==> src/rtl/mux4_arb_pkg.sv <==
// Shared types and the rotating-priority search for the 4-way arbiter.
// Imported by the arbiter top; keeps widths in one place.
package mux4_arb_pkg;

    localparam int N_REQ = 4;
    localparam int SEL_W = 2;

    typedef enum logic {
        IDLE = 1'b0,
        OWN  = 1'b1
    } arb_state_t;

    // Reverse scan so the index nearest ptr is assigned last and wins.
    function automatic logic [SEL_W-1:0] rr_pick(
        input logic [N_REQ-1:0] req,
        input logic [SEL_W-1:0] ptr
    );
        logic [SEL_W-1:0] idx;
        rr_pick = ptr;
        for (int k = N_REQ - 1; k >= 0; k--) begin
            idx = ptr + SEL_W'(k);
            if (req[idx]) rr_pick = idx;
        end
    endfunction

endpackage

==> src/rtl/mux_4to1.sv <==
// Shared 4:1 bit multiplexer driven by the arbiter select.
// Purely combinational.
module mux_4to1 (
    input  logic [3:0] a,
    input  logic [1:0] sel,
    output logic       y
);

    assign y = a[sel];

endmodule

==> src/rtl/mux4_rr_arbiter.sv <==
// Round-robin arbiter sharing one mux_4to1 among four requesters.
// Grants are held for at most HOLD_MAX cycles, released early on drop.
module mux4_rr_arbiter
    import mux4_arb_pkg::*;
#(
    parameter int HOLD_MAX = 4
) (
    input  logic       clk,
    input  logic       rst_n,
    input  logic [3:0] req,
    input  logic [3:0] a,
    output logic [3:0] grant,
    output logic [1:0] sel,
    output logic       y,
    output logic       y_valid,
    output logic       busy
);

    localparam int CW = $clog2(HOLD_MAX + 1);

    arb_state_t       state;
    logic [SEL_W-1:0] owner;
    logic [SEL_W-1:0] ptr;
    logic [CW-1:0]    hold_cnt;

    logic             rel;
    logic [SEL_W-1:0] ptr_nxt;
    logic [SEL_W-1:0] win;
    logic             found;

    always_comb begin
        rel     = !req[owner] || (hold_cnt == CW'(HOLD_MAX));
        ptr_nxt = ptr;
        if (state == OWN && rel) ptr_nxt = owner + 2'd1;
        win     = rr_pick(req, ptr_nxt);
        found   = |req;
    end

    always_ff @(posedge clk or negedge rst_n) begin
        if (!rst_n) begin
            state    <= IDLE;
            owner    <= '0;
            ptr      <= '0;
            hold_cnt <= '0;
        end else begin
            unique case (state)
                IDLE: begin
                    if (found) begin
                        state    <= OWN;
                        owner    <= win;
                        hold_cnt <= CW'(1);
                    end
                end
                OWN: begin
                    if (!rel) begin
                        hold_cnt <= hold_cnt + CW'(1);
                    end else begin
                        ptr <= ptr_nxt;
                        if (found) begin
                            owner    <= win;
                            hold_cnt <= CW'(1);
                        end else begin
                            state <= IDLE;
                        end
                    end
                end
                default: state <= IDLE;
            endcase
        end
    end

    // Outputs decode only registered state, so reset clears them at once.
    assign y_valid = (state == OWN);
    assign busy    = y_valid;
    assign sel     = owner;
    assign grant   = y_valid ? (4'b0001 << owner) : 4'b0000;

    mux_4to1 u_mux (
        .a  (a),
        .sel(sel),
        .y  (y)
    );

endmodule

==> config.mk <==
export PLATFORM = sky130hd
export DESIGN_NAME = mux4_rr_arbiter
export DESIGN_NICKNAME = d
export VERILOG_FILES = /design/src/rtl/mux4_arb_pkg.sv /design/src/rtl/mux_4to1.sv /design/src/rtl/mux4_rr_arbiter.sv
export SDC_FILE = /design/constraint.sdc
export NUM_CORES = 1
export LEC_CHECK = 0
export CAP_MARGIN = 0
export CORE_AREA = 2 2 41 43
export CTS_BUF_LIST = sky130_fd_sc_hd__clkbuf_8
export DETAILED_ROUTE_END_ITERATION = 10
export DIE_AREA = 0 0 43 45
export GPL_TIMING_DRIVEN = 1
export PLACE_DENSITY_LB_ADDON = 0.08
export SETUP_SLACK_MARGIN = 0.05
export SYNTH_ARGS = -nofsm -noshare
export SYNTH_HDL_FRONTEND = slang
export SYNTH_SLANG_ARGS = --single-unit
==> constraint.sdc <==
create_clock -name clk -period 3.1 [get_ports clk]
set_input_delay 0.62 -clock clk [delete_from_list [all_inputs] [get_ports clk]]
set_output_delay 0.62 -clock clk [all_outputs]
set_load 0.02 [all_outputs]
[Word-level counts from Yosys, hierarchy flattened]
Index checks and enable logic that the tools add are counted.
Cells by class
  add/sub/neg operators: 5
  equality and inequality tests: 2
  shift operators: 1
  bitwise operators: 1
  multiplexer cells: 27
  $lt $le $gt $ge: 5
  reduce and logical (&&, ||, !) cells: 5
Operators with widths (number)
  $lt A2 B3 Y1 const B: 5
  $mux W2: 7
  $bmux W1 S2: 6
  $mux W1: 8
  $mux W3: 2
  $pmux W3 S2: 1
  $add A2 B1 Y2 const B: 2
  $add A2 B2 Y2 const B: 2
  $mux W4: 1
  $pmux W2 S2: 1
  $reduce_or A4 Y1: 1
  $shl A1 B2 Y4 const A: 1
  $add A3 B1 Y3 const B: 1
  $eq A3 B3 Y1 const B: 1
  $ne A2 B1 Y1 const B: 1
  $pmux W1 S2: 1
  $reduce_and A2 Y1: 1
  $logic_and A1 B1 Y1: 1
  $logic_not A1 Y1: 1
  $logic_or A1 B1 Y1: 1
  $not A1 Y1: 1
Word-level totals
  flip-flop bits (word level): 8
  word-level logic and storage cells: 50
  bits of input ports: 10
  output and inout port bits: 9

[Longest topological paths before layout]
Gate-level depths: netlist (run 1).
  depth after elaboration: 16
  depth in mapped cells: 8
  gate-level depth less buffers: 8

[Cells and area by module]
A second synthesis (run 1) with hierarchy kept.
Unflattened totals
  cell total of the unflattened synthesis: 71
  area, all modules: 651.9 µm²
By module, submodules not included
  mux4_rr_arbiter: times used 1, sequential area each 200.2 µm², area an instance 629.4 µm², cells an instance 70
  mux_4to1: times used 1, sequential area each 0.0 µm², area an instance 22.5 µm², cells an instance 1

[Worst setup path before layout (run 1)]
No wires, ideal clock.
  path kind: reg-to-reg
  start point: register owner[1] (netlist: sel[1])
  end point: register owner[0] (netlist: sel[0])
  path slack: 518 ps
  stages on the path, launching flop included: 7
  data arrival time: 2513 ps
  data required time: 3031 ps
  clock period less this slack: 2582 ps
  path buffers: 0
  library setup time: 69 ps
  cell sequence: dfrtp_1 > mux2_2 > a221oi_2 > mux2i_1 > mux2_1 > or4_1 > nand3_1
On the way
  longest elaborated chain between the ends: 16
  elaborated cells between the ends (all ways): 26
  those cells by class: add/sub (4); eq/ne (1); mux (18); reduce/logical (3)
Ends and longest elaborated chain
  start: declaration: RTL line mux4_rr_arbiter.sv:22  | logic [SEL_W-1:0] owner;
  start signal: assignment: RTL line mux4_rr_arbiter.sv:50  | owner <= win;
  start signal: assignment: RTL line mux4_rr_arbiter.sv:60  | owner <= win;
  $bmux W1 S2: RTL line mux4_rr_arbiter.sv:32  | rel = !req[owner] || (hold_cnt == CW'(HOLD_MAX));
  $mux W1 (not written as such): RTL line mux4_rr_arbiter.sv:32
  $logic_not A1 Y1: RTL line mux4_rr_arbiter.sv:32
  $logic_or A1 B1 Y1: RTL line mux4_rr_arbiter.sv:32
  $logic_and A1 B1 Y1: RTL line mux4_rr_arbiter.sv:34  | if (state == OWN && rel) ptr_nxt = owner + 2'd1;
  $mux W2: RTL line mux4_rr_arbiter.sv:34
  $add A2 B2 Y2: RTL line mux4_arb_pkg.sv:21  | idx = ptr + SEL_W'(k);
  $bmux W1 S2: RTL line mux4_arb_pkg.sv:22  | if (req[idx]) rr_pick = idx;
  $mux W1 (not written as such): RTL line mux4_arb_pkg.sv:22
  $mux W2 (4 in a row): RTL line mux4_arb_pkg.sv:22
  $mux W2: RTL line mux4_rr_arbiter.sv:48, mux4_rr_arbiter.sv:59
  $mux W2: RTL line mux4_rr_arbiter.sv:55  | if (!rel) begin
  $pmux W2 S2: RTL line mux4_rr_arbiter.sv:46  | unique case (state)
Parallel ways exist; a longest one is shown, timed or not. The select of a mux whose other input is x is not followed.
A chain may end at the register's enable or synchronous reset.

[Final worst setup path (run 1)]
  start point: input port req[3]
  end point: register owner[0] (netlist: sel[0])
On the way
  longest elaborated chain between the ends: 16
  elaborated cells between the ends (all ways): 26
  those cells by class: add/sub (3); eq/ne (1); mux (18); reduce/logical (4)
Ends and longest elaborated chain
  start: declaration: RTL line mux4_rr_arbiter.sv:10  | input logic [3:0] req,
  $bmux W1 S2: RTL line mux4_rr_arbiter.sv:32
  $mux W1 (not written as such): RTL line mux4_rr_arbiter.sv:32
  $logic_not A1 Y1: RTL line mux4_rr_arbiter.sv:32
  $logic_or A1 B1 Y1: RTL line mux4_rr_arbiter.sv:32
  $logic_and A1 B1 Y1: RTL line mux4_rr_arbiter.sv:34
  $mux W2: RTL line mux4_rr_arbiter.sv:34
  $add A2 B2 Y2: RTL line mux4_arb_pkg.sv:21
  $bmux W1 S2: RTL line mux4_arb_pkg.sv:22
  $mux W1 (not written as such): RTL line mux4_arb_pkg.sv:22
  $mux W2 (4 in a row): RTL line mux4_arb_pkg.sv:22
  $mux W2: RTL line mux4_rr_arbiter.sv:48, mux4_rr_arbiter.sv:59
  $mux W2: RTL line mux4_rr_arbiter.sv:55
  $pmux W2 S2: RTL line mux4_rr_arbiter.sv:46
Parallel ways exist; a longest one is shown, timed or not. The select of a mux whose other input is x is not followed.

==> impl_metrics.csv, run 1 <==
group,metric,value,unit
route,routed_via_density,5.31,
grt,first_global_vias,575,
setup_path,max_stage_delay,0.49,ns
power_and_ir_drop,power_per_cell_area,944,nW/µm²
setup_path,rrSetupSlack,0.65,ns
synthesis,synthesis.yosys.warnings,0,
synthesis,synthesis.area_per_instance,9.19,µm²
sta,clock_skew,0.000376,ns
route,detail_route.wl_per_cell,12.8,µm
die,design.portCount,19,
cells_and_area,fin_area,891,µm²
cells_and_area,post_route_cells_drive_above_1_share,10.9,%
route,total_wirelength_of_the_detailed_routed_design,1380,µm
clocking,cts.sinks,8,
die,standard_cell_row_count,14,
sta,final-hold-violation-count,0,
clocking,ctsResizeCount,0,
synthesis,synth_area_leaders,"sky130_fd_sc_hd__dfrtp_1, sky130_fd_sc_hd__ha_1, sky130_fd_sc_hd__inv_1",
synthesis,post_synthesis_adder_cell_area_fraction,11.8,%
grt,grt_pass1_wl,2470,µm
die,die_w,43,µm
sta,setup_viol_count_final,0,
setup_path,crit_path_cell_trace,"clkdlybuf4s50_1 -> mux2_4 -> a221oi_2 -> mux2i_1 -> mux2_1 -> or4_1 -> nand3_1",
synthesis,synth-seq-area-share,31.6,%
grt,track_usage,16.9,%
cells_and_area,synthToLayoutAreaGrowth,40.4,%
sta,slew_headroom,73.3,%
route,drt-pass1-iter-count,4,
outcome,run_status,"finished clean",
cells_and_area,fill_cells,143,
setup_path,worstPathBufferInverterCount,1,
clocking,cts_max_level,1,
setup_path,critical_path.reg2reg.startpoint,"sel[1]",
synthesis,synth_compound_gate_area_share,20.7,%
flow_run,max-cap-violations,0,
route,vias,574,
place,dp_hpwl,1000,µm
clocking,number_of_setup_buffers_added_after_cts,0,
sta,final.period_utilization,88.2,%
sta,slew_limit_fails,0,
die,core_region_area,1470,µm²
synthesis,synthesis.area,634,µm²
grt,globalRouteOverflowTotal,0,
cells_and_area,number_of_nets_in_the_final_layout,110,
clocking,clock_tree_from_tritoncts,"yes",
place,postPlaceCellArea,850,µm²
clocking,post_cts_hold_buffer_count,0,
place,port_buffers,18,
synthesis,netlist-cell-type-count,27,
grt,initial_antenna_violation_count,0,
sta,whs,0.497,ns
die,fp.dieH,45,µm
power_and_ir_drop,static-leakage-power,0.418,nW
setup_path,cp-end-kind,"flop",
power_and_ir_drop,worst_ir_drop_vdd,0.517,mV
die,floorplan_die_area,1940,µm²
setup_path,worstSetupPathType,"input pin to flop",
synthesis,postSynthNetCount,85,
setup_path,timing.critical_path.from_type,"input pin",
synthesis,post-synth-top-area-cell,"sky130_fd_sc_hd__dfrtp_1",
route,remaining_design_rule_violation_count,0,
grt,pin_count_of_the_biggest_net_entering_global_routing,11,
min_path,timing.hold.worst.class,"flop to flop",
synthesis,synth_top_family_by_area,"compound AO/OA/AOI/OAI gates",
setup_path,path_delay_family,"multiplexers",
synthesis,synth.mux.area_fraction,12.6,%
synthesis,syn-instance-count,69,
sta,fin_crit,2.73,ns
min_path,min_path_cells,1,
synthesis,synth_seq_cells,8,
sta,rsz_0062_raised_after_global_routing,"no",
setup_path,worst-endpoint-required,3.26,ns
clocking,ctsLongestPathBuffers,2,
clocking,worstSkewPairLatency,0.22,ns
min_path,worstHoldEndpoint,"hold_cnt[0]",
place,place_congestion,0.856,
route,route.antenna.remaining_nets,0,
power_and_ir_drop,power.total,0.841,mW
die,floorplan.initialDensity,43.1,%
setup_path,path_max_fanout,4,
route,detail_route.iter0.violations,17,
synthesis,yosys.area_share.xor_xnor,0,%
clocking,cts.root.buffer_cell,"sky130_fd_sc_hd__clkbuf_8",
cells_and_area,antennaDiodeCount,0,
setup_path,r2r-end,"sel[0]",
setup_path,arrival,2.89,ns
synthesis,synth_top_area_share,31.6,%
sta,worst_slew_pin_slew,0.399,ns
clocking,cts_buffers,3,
synthesis,post_synthesis_simple_gate_area_fraction,16.8,%
sta,fmaxAchievable,366,MHz
setup_path,ff2ff_path_depth,6,
clocking,clk_transition_reported_paths,0.04,ns
sta,fin_setup_tns,0,ns
min_path,critical_hold_path_startpoint,"hold_cnt[0]",
setup_path,worst_path_max_delay_cell,"sky130_fd_sc_hd__or4_1",
area by class of cell:
| cell class | count | area, µm² | share of cell area [%] |
|---|---|---|---|
| inverters | 9 | 33.8 | 3.79 |
| clock buffers | 3 | 41.3 | 4.63 |
| repair buffers | 21 | 203 | 22.8 |
| flip-flops and latches | 8 | 200 | 22.5 |
| multi-input cells | 51 | 393 | 44.1 |
| well taps | 16 | 20.0 | 2.25 |
worst max path at each step:
stage | startpoint | end | slack, ns | depth (start not counted)
4_1_cts | req[3] | sel[0] | 0.37 | 7
5_1_grt | req[3] | sel[0] | 0.29 | 7
2_1_floorplan | sel[1] | sel[0] | 0.52 | 6
3_5_place_dp | req[3] | sel[0] | 0.15 | 7
6_report | req[3] | sel[0] | 0.37 | 7
3_3_place_gp | req[3] | sel[0] | 0.17 | 7
power by group:
part / internal [mW] / leakage, nW / switching, mW / total, mW
Clock: 0.0840 / 0.0216 / 0.0395 / 0.124
Combinational: 0.258 / 0.305 / 0.249 / 0.507
Sequential: 0.151 / 0.0922 / 0.0596 / 0.210
state kept, by name (all words and copies together), names as in the netlist:
register / flops
hold_cnt: 3
busy: 1
sel: 2
ptr: 2
metal layers:
| layer | global-route usage [%] | up-vias | routed length, µm |
|---|---|---|---|
| li1 | - | 293 | - |
| met1 | 21.9 | 259 | 652 |
| met2 | 27.3 | 22 | 638 |
| met3 | 4.80 | 0 | 92 |
| met4 | 6.06 | 0 | 0 |
| met5 | 0 | - | 0 |
synth_stat cells (all sizes together):
master   instances
and2             5
or4              1
mux2i            2
nand2            9
nor4             2
a211o            2
o21ai            4
a21oi            3
nor2             2
mux4             1
a22o             1
inv              9
dfrtp            8
a221oi           1
nand3            1
ha               6
a31oi            2
mux2             3
a2111o           1
a21boi           3
buf              1
a2bb2oi          1
and3b            1
layout by cell type (no fill, tap or decap), types with 2 or more instances in the layout:
master and count:
sky130_fd_sc_hd__clkdlybuf4s50_1 18, sky130_fd_sc_hd__inv_1 9, sky130_fd_sc_hd__nand2_1 9, sky130_fd_sc_hd__dfrtp_1 8
sky130_fd_sc_hd__ha_1 6, sky130_fd_sc_hd__and2_1 5, sky130_fd_sc_hd__a21oi_1 3, sky130_fd_sc_hd__o21ai_1 3
sky130_fd_sc_hd__clkbuf_8 3, sky130_fd_sc_hd__buf_4 3, sky130_fd_sc_hd__nor4_1 2, sky130_fd_sc_hd__nor2_1 2
sky130_fd_sc_hd__mux2i_1 2, sky130_fd_sc_hd__a211o_1 2, sky130_fd_sc_hd__a21boi_0 2, sky130_fd_sc_hd__a31oi_1 2
worst register-to-register path: cells and delay by family (launching register included):
| family | cells | cell delay (ns) |
|---|---|---|
| AO/OA/AOI/OAI | 1 | 0.24 |
| flip-flops | 1 | 0.51 |
| multiplexers | 3 | 1.04 |
| AND/OR/NAND/NOR | 2 | 0.58 |
kinds of logic after synthesis:
logic type,Yosys count
AOI/OAI and AO/OA,18
buffers and inverters,10
and+or+nand+nor,21
muxes,6
DFF,8
adders and majority gates,6
metrics by stage:
stage / std cells / util [%] / setup WS, ns
2_1_floorplan: 69 / - / 0.518
3_3_place_gp: 105 / 57.7 / 0.167
3_5_place_dp: 105 / 57.7 / 0.146
4_1_cts: 108 / 60.5 / 0.368
5_1_grt: 108 / 60.5 / 0.290
6_report: 108 / 60.5 / 0.367
Power figures use the tool's default switching activity.
==> run 2: changes to the inputs <==
Settings changed: ABC_AREA from default to 0, SLEW_MARGIN from default to 0.
==> results of run 2 <==
Same layout as run 1: the final DEF is identical, and so are final timing and power.
==> run 3: changes to the inputs <==
Settings changed: DONT_BUFFER_PORTS from default to 1.
==> impl_metrics.csv, run 3 (same netlist as run 1, synthesis figures left out) <==
group,metric,value,unit
outcome,run_status,"finished clean",
cells_and_area,mostFrequentLayoutCells,"sky130_fd_sc_hd__inv_1, sky130_fd_sc_hd__nand2_1, sky130_fd_sc_hd__dfrtp_1, sky130_fd_sc_hd__ha_1, sky130_fd_sc_hd__and2_1",
die,core_region_area,1470,µm²
power_and_ir_drop,static-leakage-power,0.339,nW
route,drt-pass1-iter-count,4,
power_and_ir_drop,p_seq_share,30.6,%
sta,fin_crit,2.52,ns
flow_run,max-cap-violations,0,
grt,globalRouteOverflowTotal,0,
route,detail_route.iter0.violations,4,
setup_path,cp-end-kind,"flop",
cells_and_area,synthToLayoutAreaGrowth,9.66,%
route,routed_via_density,5.82,
clocking,post_cts_hold_buffer_count,0,
power_and_ir_drop,worst_ir_drop_vdd,0.607,mV
power_and_ir_drop,p_comb_share,52.5,%
die,floorplan_die_area,1940,µm²
place,dp_hpwl,1050,µm
cells_and_area,post_route_cells_drive_above_1_share,11.1,%
setup_path,timing.critical_path.from_type,"flop",
cells_and_area,fill_cells,151,
place,place_congestion,0.740,
grt,track_usage,16.8,%
power_and_ir_drop,power.clock.fraction,16.9,%
clocking,worstSkewPairLatency,0.23,ns
route,total_wirelength_of_the_detailed_routed_design,1360,µm
clocking,ctsLongestPathBuffers,2,
clocking,clk_transition_reported_paths,0.04,ns
clocking,cts.sinks,8,
sta,worst_slew_pin_slew,0.540,ns
sta,slew_limit_fails,0,
route,vias,512,
route,route.antenna.remaining_nets,0,
power_and_ir_drop,internal-power,0.410,mW
cells_and_area,number_of_nets_in_the_final_layout,90,
die,design.portCount,19,
sta,slew_headroom,64.0,%
clocking,cts_buffers,3,
clocking,cts_max_level,1,
sta,final.period_utilization,81.2,%
die,die_w,43,µm
sta,fmaxAchievable,397,MHz
cells_and_area,largest_register_ff_count,3,
grt,pin_count_of_the_biggest_net_entering_global_routing,11,
cells_and_area,antennaDiodeCount,0,
route,detail_route.wl_per_cell,15.4,µm
cells_and_area,regArea,200,µm²
clocking,clock_tree_from_tritoncts,"yes",
setup_path,arrival,2.68,ns
power_and_ir_drop,sw_ratio,44.9,%
sta,fin_setup_tns,0,ns
sta,setup_viol_count_final,0,
clocking,ctsResizeCount,0,
sta,final-hold-violation-count,0,
die,standard_cell_row_count,14,
place,port_buffers,0,
grt,first_global_vias,523,
route,remaining_design_rule_violation_count,0,
cells_and_area,combined_area_of_the_multi_input_logic_cells,393,µm²
grt,initial_antenna_violation_count,0,
cells_and_area,instances_no_fill,88,
power_and_ir_drop,power.total,0.743,mW
clocking,number_of_setup_buffers_added_after_cts,0,
clocking,cts.root.buffer_cell,"sky130_fd_sc_hd__clkbuf_8",
place,number_of_cells_in_the_design_after_placement,85,
sta,rsz_0062_raised_after_global_routing,"no",
sta,whs,0.0843,ns
cells_and_area,largest_register,"hold_cnt",
setup_path,worst-endpoint-required,3.27,ns
cells_and_area,final_core_utilization,47.3,%
die,floorplan.initialDensity,43.1,%
power_and_ir_drop,power_per_cell_area,1070,nW/µm²
die,fp.dieH,45,µm
setup_path,worstSetupPathType,"flop to flop",
power_and_ir_drop,p_sw,0.333,mW
min_path,timing.hold.worst.class,"input pin to async pin",
sta,clock_skew,0.00453,ns
grt,grt_pass1_wl,2350,µm
setup_path,path_max_fanout,8,
## run 3: final cells by class
type                            instances  area share, %
Inverter                                9           4.86
Tap cell                               16           2.88
Multi-Input combinational cell         51           56.5
Clock buffer                            3           5.94
Sequential cell                         8           28.8
Timing Repair Buffer                    1           1.08
## run 3: power by group through the flow
stage	sequential [mW]	combinational [mW]	clock, mW
finish	0.227	0.390	0.126
global placement	0.230	0.390	0
detailed placement	0.229	0.391	0
CTS	0.227	0.392	0.129
floorplan	0.213	0.318	0
global route	0.237	0.438	0.144
## run 3: per-stage QoR
stage | cell area (µm²) | worst slack (ns)
floorplan | 634 | 0.518
global placement | 654 | 0.607
detailed placement | 654 | 0.586
CTS | 696 | 0.570
global route | 696 | 0.462
finish | 696 | 0.582
## run 3: per-layer routing
metal / wire length, µm / up-vias / share of wire (%) / GRT usage (%)
met4: 7 / 0 / 0.52 / 3.64
li1: - / 253 / - / -
met3: 118 / 2 / 8.7 / 7.60
met2: 626 / 22 / 46 / 28.2
met1: 602 / 235 / 44 / 19.9
met5: 0 / - / 0 / 0
## run 3: critical path, cell delays in order, from the launching register on
cell and delay [ns]:
sky130_fd_sc_hd__dfrtp_1 0.61, sky130_fd_sc_hd__mux2_2 0.42, sky130_fd_sc_hd__a221oi_2 0.24, sky130_fd_sc_hd__mux2i_1 0.27
sky130_fd_sc_hd__mux2_1 0.33, sky130_fd_sc_hd__or4_1 0.50, sky130_fd_sc_hd__nand3_1 0.09
## run 3: final timing paths
kind / cells past startpoint / end / start / slack (ns)
worst max-delay path: 6 / sel[0] / sel[1] / 0.58
worst min register to register: 1 / hold_cnt[0] / hold_cnt[0] / 0.50
max in group asynchronous: 0 / ptr[0] / rst_n / 2.94
min in group clk: 1 / hold_cnt[0] / hold_cnt[0] / 0.50
worst max register to register: 6 / sel[0] / sel[1] / 0.58
worst min-delay path: 0 / sel[0] / rst_n / 0.08
